<file path="src/rtl/demux12_2bits_ff_pkg.sv">
// -----------------------------------------------------------------------------
// demux_pkg
// Shared constants for the registered 1:2 demultiplexer.
//   DATA_WIDTH_DEF : default word width on the input and on each lane
//   CNT_WIDTH_DEF  : default width of the per-lane accepted-word counters
//                    (used only when DEMUX_WORD_COUNT_EN is defined)
//   LANE0 / LANE1  : selector encodings of the two output lanes
//   DATA_RST_BIT   : bit value the lane data registers take at reset
// -----------------------------------------------------------------------------
package demux_pkg;

   localparam int DATA_WIDTH_DEF = 2;
   localparam int CNT_WIDTH_DEF  = 7;

   localparam logic LANE0 = 1'b0;
   localparam logic LANE1 = 1'b1;

   // Reset data is all zeros; replicated to the actual word width at use.
   localparam logic DATA_RST_BIT = 1'b0;

endpackage : demux_pkg

</file>
<file path="src/rtl/demux12_2bits_ff_if.sv">
// -----------------------------------------------------------------------------
// demux12_2bits_ff_if
// Bundles the upstream handshake and the two downstream lanes of the
// demultiplexer. Optional macro: DEMUX_WORD_COUNT_EN adds count_lane0/1.
//
// Handshake: a word moves across a link at a posedge where both its valid and
// its ready are 1. valid/data are held stable by the sender while ready is 0.
//
//   upstream   : data_in, valid_in, selector (sender -> demux), ready_in (back)
//   lane 0     : data_out0, valid_out0 (demux -> consumer), ready_out0 (back)
//   lane 1     : data_out1, valid_out1 (demux -> consumer), ready_out1 (back)
//   counters   : count_lane0, count_lane1 (DEMUX_WORD_COUNT_EN only)
//
// Modports: slave  = the demultiplexer itself
//           master = the surrounding environment (sender and both consumers)
// -----------------------------------------------------------------------------
interface demux12_2bits_ff_if
   import demux_pkg::*;
#(
   parameter int DATA_WIDTH = DATA_WIDTH_DEF
`ifdef DEMUX_WORD_COUNT_EN
   , parameter int CNT_WIDTH = CNT_WIDTH_DEF
`endif
);

   logic [DATA_WIDTH-1:0] data_in;
   logic                  valid_in;
   logic                  selector;
   logic                  ready_in;

   logic [DATA_WIDTH-1:0] data_out0;
   logic                  valid_out0;
   logic                  ready_out0;

   logic [DATA_WIDTH-1:0] data_out1;
   logic                  valid_out1;
   logic                  ready_out1;

`ifdef DEMUX_WORD_COUNT_EN
   logic [CNT_WIDTH-1:0]  count_lane0;
   logic [CNT_WIDTH-1:0]  count_lane1;
`endif

   modport slave (
      input  data_in,
      input  valid_in,
      input  selector,
      output ready_in,
      output data_out0,
      output valid_out0,
      input  ready_out0,
      output data_out1,
      output valid_out1,
      input  ready_out1
`ifdef DEMUX_WORD_COUNT_EN
      , output count_lane0
      , output count_lane1
`endif
   );

   modport master (
      output data_in,
      output valid_in,
      output selector,
      input  ready_in,
      input  data_out0,
      input  valid_out0,
      output ready_out0,
      input  data_out1,
      input  valid_out1,
      output ready_out1
`ifdef DEMUX_WORD_COUNT_EN
      , input count_lane0
      , input count_lane1
`endif
   );

endinterface : demux12_2bits_ff_if

</file>
<file path="src/rtl/demux12_2bits_ff_lane_reg.sv">
// -----------------------------------------------------------------------------
// demux_lane_reg
// One-entry holding register for a single output lane.
// Optional macro: DEMUX_WORD_COUNT_EN adds the accepted-word counter.
//
//   clk, reset_L : clock, asynchronous active-low reset
//   load_i       : an accepted word is written this cycle (already qualified)
//   data_i       : word to write
//   drain_i      : consumer ready; empties the entry when it holds a word
//   valid_o      : entry holds a word
//   data_o       : held word (keeps its last value after a drain)
//   count_o      : words accepted into this lane, wraps (DEMUX_WORD_COUNT_EN)
// -----------------------------------------------------------------------------
module demux_lane_reg
   import demux_pkg::*;
#(
   parameter int DATA_WIDTH = DATA_WIDTH_DEF
`ifdef DEMUX_WORD_COUNT_EN
   , parameter int CNT_WIDTH = CNT_WIDTH_DEF
`endif
) (
   input  logic                  clk,
   input  logic                  reset_L,
   input  logic                  load_i,
   input  logic [DATA_WIDTH-1:0] data_i,
   input  logic                  drain_i,
   output logic                  valid_o,
   output logic [DATA_WIDTH-1:0] data_o
`ifdef DEMUX_WORD_COUNT_EN
   , output logic [CNT_WIDTH-1:0] count_o
`endif
);

   logic                  valid_q, valid_d;
   logic [DATA_WIDTH-1:0] data_q,  data_d;

   // A load wins over a drain on the same edge: the old word leaves and the
   // new word takes its place, so the lane sustains one word per cycle.
   always_comb begin
      valid_d = valid_q;
      data_d  = data_q;
      if (load_i) begin
         valid_d = 1'b1;
         data_d  = data_i;
      end else if (valid_q && drain_i) begin
         valid_d = 1'b0;
      end
   end

   always_ff @(posedge clk or negedge reset_L) begin
      if (!reset_L) begin
         valid_q <= 1'b0;
         data_q  <= {DATA_WIDTH{DATA_RST_BIT}};
      end else begin
         valid_q <= valid_d;
         data_q  <= data_d;
      end
   end

   assign valid_o = valid_q;
   assign data_o  = data_q;

`ifdef DEMUX_WORD_COUNT_EN
   logic [CNT_WIDTH-1:0] count_q, count_d;

   // Natural binary overflow gives the wrap from all-ones back to zero.
   always_comb begin
      count_d = count_q;
      if (load_i) begin
         count_d = count_q + {{(CNT_WIDTH-1){1'b0}}, 1'b1};
      end
   end

   always_ff @(posedge clk or negedge reset_L) begin
      if (!reset_L) begin
         count_q <= '0;
      end else begin
         count_q <= count_d;
      end
   end

   assign count_o = count_q;
`endif

endmodule : demux_lane_reg

</file>
<file path="src/rtl/demux12_2bits_ff.sv">
// -----------------------------------------------------------------------------
// demux12_2bits_ff
// Registered 1:2 demultiplexer: steers each accepted input word into the
// holding register of the lane named by selector. Each lane stalls on its
// own, so back-pressure on one consumer never disturbs the other lane.
// Optional macro: DEMUX_WORD_COUNT_EN adds per-lane accepted-word counters.
//
//   clk     : single clock, all state updates on posedge
//   reset_L : asynchronous active-low reset; clears both lanes, forces
//             ready_in low while asserted
//   bus     : demux12_2bits_ff_if.slave carrying data_in/valid_in/selector/
//             ready_in and data_outN/valid_outN/ready_outN for lanes 0 and 1
// -----------------------------------------------------------------------------
module demux12_2bits_ff
   import demux_pkg::*;
#(
   parameter int DATA_WIDTH = DATA_WIDTH_DEF
`ifdef DEMUX_WORD_COUNT_EN
   , parameter int CNT_WIDTH = CNT_WIDTH_DEF
`endif
) (
   input  logic               clk,
   input  logic               reset_L,
   demux12_2bits_ff_if.slave  bus
);

   logic lane0_free;
   logic lane1_free;
   logic ready_w;
   logic accept_w;
   logic load0_w;
   logic load1_w;

   // A lane can take a word when it is empty or is being emptied this edge.
   assign lane0_free = !bus.valid_out0 || bus.ready_out0;
   assign lane1_free = !bus.valid_out1 || bus.ready_out1;

   // ready_in looks only at the lane the selector currently names; the other
   // lane's stall state is irrelevant to this transfer.
   always_comb begin
      ready_w = 1'b0;
      if (reset_L) begin
         ready_w = (bus.selector == LANE1) ? lane1_free : lane0_free;
      end
   end

   assign bus.ready_in = ready_w;

   assign accept_w = bus.valid_in && ready_w;
   assign load0_w  = accept_w && (bus.selector == LANE0);
   assign load1_w  = accept_w && (bus.selector == LANE1);

   demux_lane_reg #(
      .DATA_WIDTH (DATA_WIDTH)
`ifdef DEMUX_WORD_COUNT_EN
      , .CNT_WIDTH (CNT_WIDTH)
`endif
   ) u_lane0 (
      .clk     (clk),
      .reset_L (reset_L),
      .load_i  (load0_w),
      .data_i  (bus.data_in),
      .drain_i (bus.ready_out0),
      .valid_o (bus.valid_out0),
      .data_o  (bus.data_out0)
`ifdef DEMUX_WORD_COUNT_EN
      , .count_o (bus.count_lane0)
`endif
   );

   demux_lane_reg #(
      .DATA_WIDTH (DATA_WIDTH)
`ifdef DEMUX_WORD_COUNT_EN
      , .CNT_WIDTH (CNT_WIDTH)
`endif
   ) u_lane1 (
      .clk     (clk),
      .reset_L (reset_L),
      .load_i  (load1_w),
      .data_i  (bus.data_in),
      .drain_i (bus.ready_out1),
      .valid_o (bus.valid_out1),
      .data_o  (bus.data_out1)
`ifdef DEMUX_WORD_COUNT_EN
      , .count_o (bus.count_lane1)
`endif
   );

endmodule : demux12_2bits_ff

</file>
<file path="src/flat_wrapper.sv">
// flat-port wrapper written by rule: the top's interface ports become plain ports
module demux12_2bits_ff_flat import demux_pkg::*;
#(
   parameter int DATA_WIDTH = DATA_WIDTH_DEF

)
  (clk, reset_L, bus_data_in, bus_valid_in, bus_selector, bus_ready_in, bus_data_out0, bus_valid_out0, bus_ready_out0, bus_data_out1, bus_valid_out1, bus_ready_out1);
  demux12_2bits_ff_if #(.DATA_WIDTH(DATA_WIDTH)) bus_i ();
  input  logic clk;
  input  logic reset_L;
  input wire logic [$bits(bus_i.data_in)-1:0] bus_data_in;
  input wire logic [$bits(bus_i.valid_in)-1:0] bus_valid_in;
  input wire logic [$bits(bus_i.selector)-1:0] bus_selector;
  output wire logic [$bits(bus_i.ready_in)-1:0] bus_ready_in;
  output wire logic [$bits(bus_i.data_out0)-1:0] bus_data_out0;
  output wire logic [$bits(bus_i.valid_out0)-1:0] bus_valid_out0;
  input wire logic [$bits(bus_i.ready_out0)-1:0] bus_ready_out0;
  output wire logic [$bits(bus_i.data_out1)-1:0] bus_data_out1;
  output wire logic [$bits(bus_i.valid_out1)-1:0] bus_valid_out1;
  input wire logic [$bits(bus_i.ready_out1)-1:0] bus_ready_out1;
  assign bus_i.data_in = bus_data_in;
  assign bus_i.valid_in = bus_valid_in;
  assign bus_i.selector = bus_selector;
  assign bus_ready_in = bus_i.ready_in;
  assign bus_data_out0 = bus_i.data_out0;
  assign bus_valid_out0 = bus_i.valid_out0;
  assign bus_i.ready_out0 = bus_ready_out0;
  assign bus_data_out1 = bus_i.data_out1;
  assign bus_valid_out1 = bus_i.valid_out1;
  assign bus_i.ready_out1 = bus_ready_out1;
  demux12_2bits_ff #(.DATA_WIDTH(DATA_WIDTH)) u_core (.clk(clk), .reset_L(reset_L), .bus(bus_i));
endmodule
</file>
<file path="config.mk">
export PLATFORM = sky130hd
export DESIGN_NAME = demux12_2bits_ff_flat
export DESIGN_NICKNAME = d
export VERILOG_FILES = /design/src/rtl/demux12_2bits_ff_pkg.sv /design/src/rtl/demux12_2bits_ff_if.sv /design/src/rtl/demux12_2bits_ff_lane_reg.sv /design/src/rtl/demux12_2bits_ff.sv /design/src/flat_wrapper.sv
export SDC_FILE = /design/constraint.sdc
export NUM_CORES = 1
export LEC_CHECK = 0
export ABC_CLOCK_PERIOD_IN_PS = 1300
export BUFFER_PORTS_ARGS = -buffer_cell sky130_fd_sc_hd__buf_4
export CAP_MARGIN = 0
export CORE_AREA = 2 2 39 41
export DETAILED_ROUTE_END_ITERATION = 6
export DIE_AREA = 0 0 41 43
export PLACE_DENSITY_LB_ADDON = 0.2
export SETUP_SLACK_MARGIN = 0.4
export SYNTH_ARGS = -nofsm -noshare
export SYNTH_HDL_FRONTEND = slang
export SYNTH_SLANG_ARGS = --single-unit
</file>
<file path="constraint.sdc">
create_clock -name clk -period 1.3 [get_ports clk]
set_input_delay 0.065 -clock clk [delete_from_list [all_inputs] [get_ports clk]]
set_output_delay 0.065 -clock clk [all_outputs]
set_load 0.01 [all_outputs]
</file>
Word-level counts from Yosys, hierarchy flattened

Cells that the tools add are included.

Logic and storage cells: 22
Register bits: 6
Output and inout bits: 7
Input bits: 8

Reduce and logical (&&, ||, !) cells: 11
Mux-type cells: 6
Bitwise logic cells: 1

Operators by type and width:

| operator          | count |
|---|---|
| $mux 1            | 6 |
| $logic_and 1x1->1 | 5 |
| $reduce_bool 2->1 | 2 |
| $logic_not 1->1   | 2 |
| $logic_or 1x1->1  | 2 |
| $not 1->1         | 1 |

Longest topological paths before layout

Word-level depth: 7
Mapped depth: 3
Depth with buffers taken out: 3

Hierarchy

A second synthesis with hierarchy kept.

Cells, all modules: 23
Area total of the unflattened synthesis: 269.0 um^2

Modules (own cells, without submodules):

| module           | area an instance (um^2) | instances | seq. area each (um^2) | cells an instance |
|---|---|---|---|---|
| demux_lane_reg   | 110.1                   | 2         | 75.1                  | 7 |
| demux12_2bits_ff | 48.8                    | 1         | 0.0                   | 9 |

Least setup slack after synthesis

OpenSTA, ideal clock, no wires.

Path kind: flip-flop to flip-flop
From: reg u_core.u_lane0.valid_q, in the netlist u_core.u_lane0.valid_o
To: reg u_core.u_lane0.data_q[0], in the netlist u_core.u_lane0.data_o[0]
Stages on the path, launching flop included: 4
Setup slack: 0.143 ns
Clock period less this slack: 1.157 ns
Buffers on the path: 0
Data required time: 1.175 ns
Setup time: 0.125 ns
Arrival: 1.032 ns
Cells stage by stage: dfrtp_1 -> nand2b_4 -> nor3b_2 -> mux2_2

Longest elaborated chain between the ends: 6

RTL lines:

| what                   | RTL line                        | RTL |
|---|---|---|
| from (decl)            | demux12_2bits_ff_lane_reg.sv:34 | `logic valid_q, valid_d;` |
| from (signal assigned) | demux12_2bits_ff_lane_reg.sv:55 | `valid_q <= valid_d;` |
| $logic_not 1->1        | demux12_2bits_ff.sv:35          | `assign lane0_free = !bus.valid_out0 \|\| bus.ready_out0;` |
| $logic_or 1x1->1       | demux12_2bits_ff.sv:35          |  |
| $mux 1                 | demux12_2bits_ff.sv:43          | `ready_w = (bus.selector == LANE1) ? lane1_free : lane0_free;` |
| $mux 1                 | demux12_2bits_ff.sv:42          | `if (reset_L) begin` |
| $logic_and 1x1->1      | demux12_2bits_ff.sv:49          | `assign accept_w = bus.valid_in && ready_w;` |
| $logic_and 1x1->1      | demux12_2bits_ff.sv:50          | `assign load0_w = accept_w && (bus.selector == LANE0);` |
| to (signal assigned)   | demux12_2bits_ff_lane_reg.sv:53 | `data_q <= {DATA_WIDTH{DATA_RST_BIT}};` |
| to (signal assigned)   | demux12_2bits_ff_lane_reg.sv:56 | `data_q <= data_d;` |
| to (decl)              | demux12_2bits_ff_lane_reg.sv:35 | `logic [DATA_WIDTH-1:0] data_q, data_d;` |

Every way passes these cells.
A chain may end at the register's enable or synchronous reset.

Worst setup path in the final report

Ends and elaborated chain as after synthesis.

==> impl_results.md <==
* Kind of critical path: flip-flop to flip-flop
* Placed instance area at 409 um^2
* Area leader, netlist: dfrtp_1
* WL final at 663 um
* Fin util at 34.1%
* IO buf count at 14
* Via Count at between 200 and 250
* RSZ-0062 raised after global routing: true
* Number of synthesized flops with an enable pin at 0
* Period utilization at about 89%
* First-pass GRT wire length at approximately 1000 um
* CTS buffer count at 3
* Syn. warnings at 0
* Final Hold Vio Count at 0
* Final std cells w/o fill at 55
* Final-report max-slew violation count at 0
* Synth Net Count at 27
* Vias in the first global route at about 260
* Pre-antenna DRT Iters at 4
* Worst-path fanout max at 3
* Routed wl met3 at 50 um
* Worst hold path class: primary input to flip-flop
* Root Buffer: clkbuf_4
* Detail-routed via count per cell at 4.35
* Antenna diodes at 0
* Clock transition at path regs at 50 ps
* CP required at 1420 ps
* Status: completed
* Final setup margin at around 150 ps
* Min cycle time layout at 1150 ps
* Total global routing track utilization at 8.96%
* Maximum clock insertion buffer count at 2
* Layout cells sized above 1 at 66.7%
* Top Ports at 15
* Most frequently used flop master after synthesis: dfrtp_1
* Synthesis-to-layout area growth at 74.5%
* Worst-margin pin slew at ~300 ps
* Post-DR wirelength/cell at 12.1 um
* Average cell area after synthesis at 14.2 um^2
* DRC Markers at 0
* CP max stage cell: dfrtp_1
* Design area at 472 um^2
* Clk sinks at 6
* Worst slew margin at 79.6%
* Synthesis-stage register bit count at 6
* RePlAce Congestion at 0.572
* Placed insts at 49
* Die Height at 43 um
* Cell area power density at 1210 mW/mm^2
* Async S/R FF share, synth at 100%
* Register area share after synthesis at 55.6%
* Pre-CTS setup slack at 150 ps
* Max Clk Rate at ~870 MHz
* WL met2 at 386 um
* Iter 0 DRT Violations at 2
* Initial antenna violation count at 0
* Static Leak at about 0.24 nW
* Critical path launch point type: flip-flop
* Highest routed layer: met3
* Placeable Area at 0.00138 mm^2
* Critical path's largest stage delay at roughly 400 ps
* Gate Count Post-Synth at 19
* Die span in x at 41 um
* Nets@finish at 49
* Most frequent cell after synthesis: dfrtp_1
* CTS tree: built
* Starting density of the core at 19.5%
* CP cell instances: nand2b_4 > nor3b_4 > mux2_4
* Setup violators final at 0
* H-tree lvl count at 1
* Synth cell types at 10
* Largest net degree at the start of global routing at 7
* Nature of the critical path endpoint: flip-flop
* Area contributors post-synth: dfrtp_1, mux2_2, nand2b_4
* Met1 WL at 225 um
* Yosys top cell area share at 55.6%
* Fin Clk Skew at 0.581 ps
* Die area at 0.00176 mm^2
* Row cnt at 14
* Peak VDD IR at 0.336 mV
* Synth cell count leaders: dfrtp_1, mux2_2, nand2_1
* Synthesized cell area at 270 um^2
* Max-Cap Viols at 0
* Setup TNS at 0 ps
* Critical path data arrival time at 1280 ps
* Worst skew pair latency at ~240 ps
* Antenna Nets Post-Route at 0
* Global route overflow at 0
[per-stage QoR]
step / power (mW) / hold slack [ps]
final: 0.572 / 64.4
after global routing: 0.605 / 63.1
after CTS: 0.582 / 54.7
after detailed placement: 0.390 / -108
after global placement: 0.384 / -113
after floorplan: 0.303 / -231
[state kept, by name, indices dropped and copies added, names as in the netlist]
register and flops:
u_core.u_lane1.valid_o 1, u_core.u_lane0.data_o 2, u_core.u_lane1.data_o 2, u_core.u_lane0.valid_o 1
[path summary, 6_finish.rpt]
check	start	end	slack (ps)	cells past startpoint
min in group asynchronous	reset_L	u_core.u_lane0.valid_o	270	2
max	u_core.u_lane0.valid_o	u_core.u_lane0.data_o[0]	150	3
max reg2reg	u_core.u_lane0.valid_o	u_core.u_lane0.data_o[0]	150	3
min reg2reg	u_core.u_lane0.data_o[1]	u_core.u_lane0.data_o[1]	510	1
min	bus_data_in[1]	u_core.u_lane0.data_o[1]	60	2
max in group asynchronous	reset_L	u_core.u_lane0.data_o[0]	800	2
[cells in the final DEF, fill, tap and decap left out]
| cell type | Yosys | layout |
|---|---|---|
| buf_6 | 0 | 4 |
| nand2b_4 | 1 | 1 |
| nor3b_4 | 0 | 1 |
| o21ai_0 | 1 | 1 |
| buf_4 | 0 | 12 |
| mux2_4 | 0 | 2 |
| nand2b_1 | 1 | 1 |
| mux2_2 | 4 | 2 |
| clkbuf_4 | 0 | 3 |
| nand2_1 | 2 | 2 |
| nand4_2 | 1 | 1 |
| o211a_1 | 1 | 1 |
| dfrtp_1 | 6 | 6 |
| dlygate4sd3_1 | 0 | 1 |
| nand3b_1 | 1 | 1 |
[report_power, final]
group          total (mW)  internal (mW)  switching, mW
Sequential          0.238          0.219         0.0191
Clock               0.172          0.104         0.0678
Combinational       0.162          0.103         0.0594
[routing by layer]
| metal | global-route usage (%) | vias to the layer above |
|---|---|---|
| met5 | 0 | - |
| met4 | 6.00 | 0 |
| met3 | 3.14 | 0 |
| met2 | 14.7 | 8 |
| met1 | 8.77 | 120 |
| li1 | - | 111 |
[cell type report]
type / instances / area (um^2)
fill: 154 / 912
sequential: 6 / 150
timing repair buffer: 17 / 145
multi-input combinational: 13 / 134
clock buffer: 3 / 22.5
tap: 16 / 20.0
[cells by family after synthesis]
family	share of synthesized area [%]
flip-flops	55.6
AND/OR/NAND/NOR	22.2
multiplexers	16.7
AO/OA/AOI/OAI	5.55
[worst max-delay path, delay by kind of cell, from the launching register on]
kind / cells / cell delay, ps
and+or+nand+nor: 2 / 320
DFF: 1 / 400
muxes: 1 / 320
[timing repair]
item | CTS | global route
gates resized for setup | 1 | 3
hold buffers | 1 | 0
setup endpoints to repair | 5 | 7
pin swaps | 1 | 1
endpoints found under the hold margin | 6 | 0
buffers inserted | 2 | 0
(Power assumes the default switching activity.)
